$ cat src/rtl/isu_pkg.sv
// Shared issue-stage types and helpers for the load/store AGU arbiter.
package isu_pkg;

  localparam int unsigned ROB_SIZE_LOG = 6;
  localparam int unsigned LS_ROBID_W   = ROB_SIZE_LOG + 1;
  localparam int unsigned LS_PAYLOAD_W = 160;

  typedef enum logic [1:0] {
    AGE      = 2'd0,
    FORCE_LD = 2'd1,
    FORCE_ST = 2'd2
  } arb_state_e;

  typedef struct packed {
    logic                    is_store;
    logic [LS_ROBID_W-1:0]   robid;
    logic [LS_PAYLOAD_W-1:0] payload;
  } ls_uop_t;

  // True when robid a is strictly older than b; w is the robid width, its MSB is the wrap bit.
  function automatic logic robid_older(input logic [31:0] a, input logic [31:0] b,
                                       input int unsigned w);
    logic [31:0] mask;
    logic [31:0] ia;
    logic [31:0] ib;
    logic [31:0] wa;
    logic [31:0] wb;
    mask = (32'd1 << (w - 32'd1)) - 32'd1;
    ia   = a & mask;
    ib   = b & mask;
    wa   = a >> (w - 32'd1);
    wb   = b >> (w - 32'd1);
    return (wa[0] == wb[0]) ? (ia < ib) : (ia > ib);
  endfunction

endpackage

$ cat src/rtl/ls_agu_outreg.sv
// One-entry valid/ready output stage feeding the AGU; a kill drops the held uop.
module ls_agu_outreg
  import isu_pkg::*;
#(
  parameter int unsigned ROBID_W   = LS_ROBID_W,
  parameter int unsigned PAYLOAD_W = LS_PAYLOAD_W
) (
  input  logic                 clock,
  input  logic                 reset,
  input  logic                 load,
  input  logic                 load_is_store,
  input  logic [ROBID_W-1:0]   load_robid,
  input  logic [PAYLOAD_W-1:0] load_payload,
  input  logic                 kill,
  input  logic                 out_ready,
  output logic                 out_valid,
  output logic                 out_is_store,
  output logic [ROBID_W-1:0]   out_robid,
  output logic [PAYLOAD_W-1:0] out_payload
);

  // A new grant wins over kill/drain: the granted request was already screened against the flush.
  always_ff @(posedge clock) begin
    if (reset) begin
      out_valid    <= 1'b0;
      out_is_store <= 1'b0;
      out_robid    <= '0;
      out_payload  <= '0;
    end else if (load) begin
      out_valid    <= 1'b1;
      out_is_store <= load_is_store;
      out_robid    <= load_robid;
      out_payload  <= load_payload;
    end else if (kill || out_ready) begin
      out_valid    <= 1'b0;
    end
  end

endmodule

$ cat src/rtl/ls_agu_arbiter.sv
// Age-ordered load/store arbiter for the shared AGU pipe with starvation override and flush kill.
module ls_agu_arbiter
  import isu_pkg::*;
#(
  parameter int unsigned ROBID_W    = LS_ROBID_W,
  parameter int unsigned PAYLOAD_W  = LS_PAYLOAD_W,
  parameter int unsigned STARVE_MAX = 4
) (
  input  logic                 clock,
  input  logic                 reset,
  input  logic                 ld_req_valid,
  output logic                 ld_req_ready,
  input  logic [ROBID_W-1:0]   ld_req_robid,
  input  logic [PAYLOAD_W-1:0] ld_req_payload,
  input  logic                 st_req_valid,
  output logic                 st_req_ready,
  input  logic [ROBID_W-1:0]   st_req_robid,
  input  logic [PAYLOAD_W-1:0] st_req_payload,
  output logic                 agu_valid,
  input  logic                 agu_ready,
  output logic                 agu_is_store,
  output logic [ROBID_W-1:0]   agu_robid,
  output logic [PAYLOAD_W-1:0] agu_payload,
  input  logic                 flush_valid,
  input  logic [ROBID_W-1:0]   flush_robid,
  output logic [31:0]          pmu_conflict_cnt,
  output logic [31:0]          pmu_force_cnt
);

  localparam int unsigned SW = $clog2(STARVE_MAX + 1);
  localparam logic [SW-1:0] STARVE_SAT = SW'(STARVE_MAX);

  arb_state_e    state, state_nxt;
  logic [SW-1:0] ld_starve, ld_starve_nxt;
  logic [SW-1:0] st_starve, st_starve_nxt;

  logic ld_live, st_live, agu_kill, can_load, ld_older;
  logic grant_ld, grant_st;

  assign ld_live  = ld_req_valid &&
                    !(flush_valid && robid_older(32'(flush_robid), 32'(ld_req_robid), ROBID_W));
  assign st_live  = st_req_valid &&
                    !(flush_valid && robid_older(32'(flush_robid), 32'(st_req_robid), ROBID_W));
  assign agu_kill = flush_valid && agu_valid &&
                    robid_older(32'(flush_robid), 32'(agu_robid), ROBID_W);
  assign can_load = !agu_valid || agu_ready;
  // Equal robids fall through to the store.
  assign ld_older = robid_older(32'(ld_req_robid), 32'(st_req_robid), ROBID_W);

  always_comb begin
    grant_ld = 1'b0;
    grant_st = 1'b0;
    if (can_load && !reset) begin
      unique case (state)
        AGE: begin
          if (ld_live && st_live) begin
            grant_ld = ld_older;
            grant_st = !ld_older;
          end else begin
            grant_ld = ld_live;
            grant_st = st_live;
          end
        end
        FORCE_LD: grant_ld = ld_live;
        FORCE_ST: grant_st = st_live;
        default: ;
      endcase
    end
  end

  assign ld_req_ready = grant_ld;
  assign st_req_ready = grant_st;

  always_comb begin
    ld_starve_nxt = ld_starve;
    if (flush_valid || !ld_req_valid || grant_ld) begin
      ld_starve_nxt = '0;
    end else if (can_load && ld_live && ld_starve != STARVE_SAT) begin
      ld_starve_nxt = ld_starve + SW'(1);
    end

    st_starve_nxt = st_starve;
    if (flush_valid || !st_req_valid || grant_st) begin
      st_starve_nxt = '0;
    end else if (can_load && st_live && st_starve != STARVE_SAT) begin
      st_starve_nxt = st_starve + SW'(1);
    end
  end

  // Force is decided on the post-update count so the starved side wins on the cycle after its last loss.
  always_comb begin
    state_nxt = state;
    unique case (state)
      AGE: begin
        if (ld_starve_nxt == STARVE_SAT)      state_nxt = FORCE_LD;
        else if (st_starve_nxt == STARVE_SAT) state_nxt = FORCE_ST;
      end
      FORCE_LD: if (grant_ld || !ld_live) state_nxt = AGE;
      FORCE_ST: if (grant_st || !st_live) state_nxt = AGE;
      default:  state_nxt = AGE;
    endcase
    if (flush_valid) state_nxt = AGE;
  end

  always_ff @(posedge clock) begin
    if (reset) begin
      state            <= AGE;
      ld_starve        <= '0;
      st_starve        <= '0;
      pmu_conflict_cnt <= '0;
      pmu_force_cnt    <= '0;
    end else begin
      state     <= state_nxt;
      ld_starve <= ld_starve_nxt;
      st_starve <= st_starve_nxt;
      if (ld_live && st_live)
        pmu_conflict_cnt <= pmu_conflict_cnt + 32'd1;
      if ((grant_ld || grant_st) && state != AGE)
        pmu_force_cnt <= pmu_force_cnt + 32'd1;
    end
  end

  ls_agu_outreg #(
    .ROBID_W   (ROBID_W),
    .PAYLOAD_W (PAYLOAD_W)
  ) u_outreg (
    .clock         (clock),
    .reset         (reset),
    .load          (grant_ld || grant_st),
    .load_is_store (grant_st),
    .load_robid    (grant_st ? st_req_robid : ld_req_robid),
    .load_payload  (grant_st ? st_req_payload : ld_req_payload),
    .kill          (agu_kill),
    .out_ready     (agu_ready),
    .out_valid     (agu_valid),
    .out_is_store  (agu_is_store),
    .out_robid     (agu_robid),
    .out_payload   (agu_payload)
  );

endmodule

$ cat config.mk
export PLATFORM = sky130hd
export DESIGN_NAME = ls_agu_arbiter
export DESIGN_NICKNAME = d
export VERILOG_FILES = /design/src/rtl/isu_pkg.sv /design/src/rtl/ls_agu_outreg.sv /design/src/rtl/ls_agu_arbiter.sv
export SDC_FILE = /design/constraint.sdc
export NUM_CORES = 1
export LEC_CHECK = 0
export ABC_AREA = 1
export BUFFER_PORTS_ARGS = -buffer_cell sky130_fd_sc_hd__buf_2
export CELL_PAD_IN_SITES_DETAIL_PLACEMENT = 1
export CELL_PAD_IN_SITES_GLOBAL_PLACEMENT = 1
export CORE_AREA = 2 2 227 229
export DETAILED_ROUTE_END_ITERATION = 12
export DIE_AREA = 0 0 229 231
export PLACE_DENSITY_LB_ADDON = 0.1
export SYNTH_ARGS = -nofsm -noshare
export SYNTH_HDL_FRONTEND = slang
export SYNTH_SLANG_ARGS = --single-unit
export TNS_END_PERCENT = 10
$ cat constraint.sdc
create_clock -name clock -period 4.7 [get_ports clock]
set_input_delay 0.235 -clock clock [delete_from_list [all_inputs] [get_ports clock]]
set_output_delay 0.235 -clock clock [all_outputs]
set_load 0.02 [all_outputs]
==> run_results.csv <==
group,metric,value,unit
global_route,wire_length_of_the_first_global_routing_pass,94800,um
cts,cts_buffers,34,
synth,share_of_synthesized_registers_carrying_an_async_set_or_reset,0,%
worst_hold_path,hold_path_startpoint,"st_req_payload[96]",
setup_path,crit_required,5.10,ns
job,drv_cap,0,
cts,clk_latency,0.53,ns
worst_hold_path,hold_class,"input port to register",
cts,cts_setup_buffers,0,
setup_path,critical_path_arrival,4.48,ns
setup_path,cpMaxStageDelayCell,"dlygate4sd3_1",
global_route,grt_util_all_layers,23.0,%
floorplan,design.die.area,52900,um2
synth,synth.yosys.seq_area_share,40.6,%
setup_path,regToRegStartpoint,"u_outreg.out_valid$_SDFFE_PP0P_",
power,power.density,323,nW/um2
floorplan,initial_utilization,23.5,%
layout,fin_nets,2950,
cts,cts.clk_slew.worst_paths,0.06,ns
setup_path,timing_worst_setup_path_type,"input port to register",
cts,post_cts_resized,0,
timing,tightestPinTransition,0.934,ns
setup_path,critical_path.cell_chain,"dlygate4sd3_1 -> buf_2 -> inv_1 -> ha_1 -> nand2_1 -> nor2_1 -> nand2_1 -> nand3_1 -> nand2_1 -> nand3_2 -> nand3_1 -> nor2_1 -> nand2_2 -> nand2_4 -> clkinv_2 -> buf_12 -> nand2_1 -> a31oi_1 -> dlygate4sd3_1",
drt,wl_per_cell,19.1,um
synth,synth_flop_cell,"dfxtp_1",
floorplan,core_region_area,50700,um2
timing,timing.hold.ws,0.0235,ns
drt,via_per_inst,4.61,
synth,syn_area_per_cell,6.91,um2
power,leakagePower,9.23,nW
synth,synth_enable_flop_cells,0,
timing,period_minus_slack,4.08,ns
layout,share_of_final_layout_standard_cells_stronger_than_drive_strength_1,25.4,%
synth,synth_top_cells_by_area,"dfxtp_1, nand2_1, a31oi_1",
floorplan,die_width,229,um
synth,yosysTopAreaCellShare,40.6,%
setup_path,start_kind,"input port",
drt,dr.first_iter.drc_count,549,
layout,nFillCells,6497,
place,portBuffers,581,
timing,maxSlewHeadroom,37.8,%
setup_path,ff2ff_path_depth,12,
floorplan,ioPinCount,582,
place,dp_hpwl,46100,um
setup_path,max_stage_delay,0.61,ns
cts,tritoncts_clock_tree,"yes",
global_route,grt_antenna_before_repair,30,
timing,fin_crit_sh,86.7,%
timing,finClkSkew,0.00992,ns
cts,clockBufferDepth,3,
floorplan,die_y,231,um
setup_path,cp_top_family,"buffers and inverters",
power,worst_ir_drop_vdd,0.185,mV
setup_path,critPathCaptureType,"register",
drt,drt-pass1-iter-count,5,
synth,synth_most_common_cell,"nand2_1",
timing,fmax,0.245,GHz
synth,synth.cell_area,11900,um2
floorplan,std_cell_rows,83,
synth,yosysWarningCount,0,
drt,drc_errors,0,
drt,antenna_violating_nets_post_route,0,
setup_path,cp_num_buf_inv,6,
timing,report.final.hold_viol_count,0,
synth,synth.net_count,2098,
timing,rsz_0062_raised_after_global_routing,"false",
synth,post_synth_inst_count,1721,
timing,tns,0,ns
synth,ys_top_cells_by_count,"nand2_1, dfxtp_1, a31oi_1",
cts,numClockSinks,241,
synth,postSynthRegisterBits,241,
cts,clockRootBuffer,"clkbuf_16",
synth,synthDistinctLibCells,34,
timing,finalSetupViolCount,0,
timing,timing_max_transition_violations_final,0,
worst_hold_path,hold_path_end,"u_outreg.out_payload[96]$_SDFFE_PP0P_",
drt,dr_total_vias,15200,
global_route,grt.overflow.total,0,
drt,routed_wl,62800,um
layout,syn2layout_area_growth,65.1,%
synth,synth_top_cell_by_area,"dfxtp_1",
global_route,grt_start_max_net_pins,99,
outcome,status,"finished clean",
worst_hold_path,hold_path_depth,3,
setup_path,most_prevalent_standard_cell_on_the_critical_path,"nand2_1",
place,weighted_congestion_at_the_end_of_routability_driven_global_placement,0.890,
setup_path,r2r_setup_slack,1.24,ns
setup_path,worstPathMaxFanout,74,
setup_path,worst_r2r_endpoint,"u_outreg.out_payload[151]$_SDFFE_PP0P_",
global_route,number_of_global_route_vias_before_repair,16100,
cts,htree_levels,2,
[through the flow]
step	std cells	area, um2	setup slack [ns]	power (mW)	util, %
floorplan	1721	11900	2.67	2.94	-
global placement	2898	15300	1.22	3.42	30.1
detailed placement	2898	15300	1.15	3.44	30.1
CTS	3272	19600	0.646	6.39	38.6
global route	3288	19600	0.235	6.64	38.7
finish	3291	19600	0.625	6.33	38.7
[final cells by class]
type	count	area (um2)	share of cell area, %
multi-input combinational	1275	6140	31.3
timing repair buffer	912	6230	31.7
clock buffer	47	991	5.05
antenna	19	47.5	0.242
tap	680	851	4.33
clock inverter	8	124	0.631
inverter	109	414	2.11
sequential	241	4820	24.6
[tightest hold or removal path, stage by stage]
cell and delay [ns]:
buf_2 0.10, nand2_1 0.08, a31oi_1 0.08
[power by group]
part / internal, mW / switching [mW]
registers: 2.19 / 0.0883
logic: 0.614 / 0.808
clock network: 1.63 / 0.999
total: 4.44 / 1.90
[cell usage in the layout (no fill, tap or decap), drive strengths merged]
master,Yosys,final
nand2,684,684
buf,62,593
dlygate4sd3,0,319
dfxtp,241,241
a31oi,167,167
inv,108,108
o21ai,90,90
nor2,71,71
a21oi,70,70
clkbuf,34,47
nand3,38,38
nor3,37,37
xor2,35,35
ha,30,30
nand4,22,22
diode,0,19
nor4,11,11
xnor2,9,9
clkinv,1,4
o21a,3,3
bufinv,0,3
nor3b,2,2
nor4b,2,2
clkinvlp,0,2
and3,1,1
a21boi,1,1
o211a,1,1
and2,1,1
[flip-flops by register name (all words and copies together) (netlist names), 2 cells and up]
name                  count
ld_starve                 3
pmu_conflict_cnt         32
pmu_force_cnt            32
st_starve                 3
state                     2
u_outreg.out_payload    160
u_outreg.out_robid        7
[logic make-up after synthesis]
logic type | after synthesis | share of synthesized area [%]
compound gates | 332 | 15.9
xor+xnor | 44 | 3.24
fa+ha+maj | 30 | 3.16
buf+inv | 205 | 7.75
flops | 241 | 40.6
simple gates | 869 | 29.4
[layer usage]
metal / share of wire (%) / global-route usage [%] / wire length, um
met3: 5.1 / 4.90 / 3180
met1: 40 / 26.0 / 25300
met4: 3.5 / 8.58 / 2190
met2: 51 / 42.1 / 32200
met5: 0.021 / 0 / 13
[worst max-delay path by stage]
| stage | from | endpoint | slack [ns] | depth (start not counted) |
|---|---|---|---|---|
| after detailed placement | st_req_robid[5] | pmu_force_cnt[24]$_SDFFE_PP0P_ | 1.15 | 17 |
| after global routing | st_req_robid[5] | u_outreg.out_payload[118]$_SDFFE_PP0P_ | 0.24 | 19 |
| after CTS | st_req_robid[5] | u_outreg.out_payload[150]$_SDFFE_PP0P_ | 0.65 | 19 |
| final | st_req_robid[5] | u_outreg.out_payload[151]$_SDFFE_PP0P_ | 0.62 | 19 |
| after global placement | ld_req_robid[5] | pmu_force_cnt[2]$_SDFFE_PP0P_ | 1.22 | 17 |
| after floorplan | st_req_robid[5] | u_outreg.out_payload[126]$_SDFFE_PP0P_ | 2.67 | 17 |
[what timing repair did]
action,4_1_cts,5_1_grt
hold buffers,319,0
hold endpoints to repair,166,0
setup endpoints to repair,0,0
Note: power is estimated with default switching activity, not from simulation.
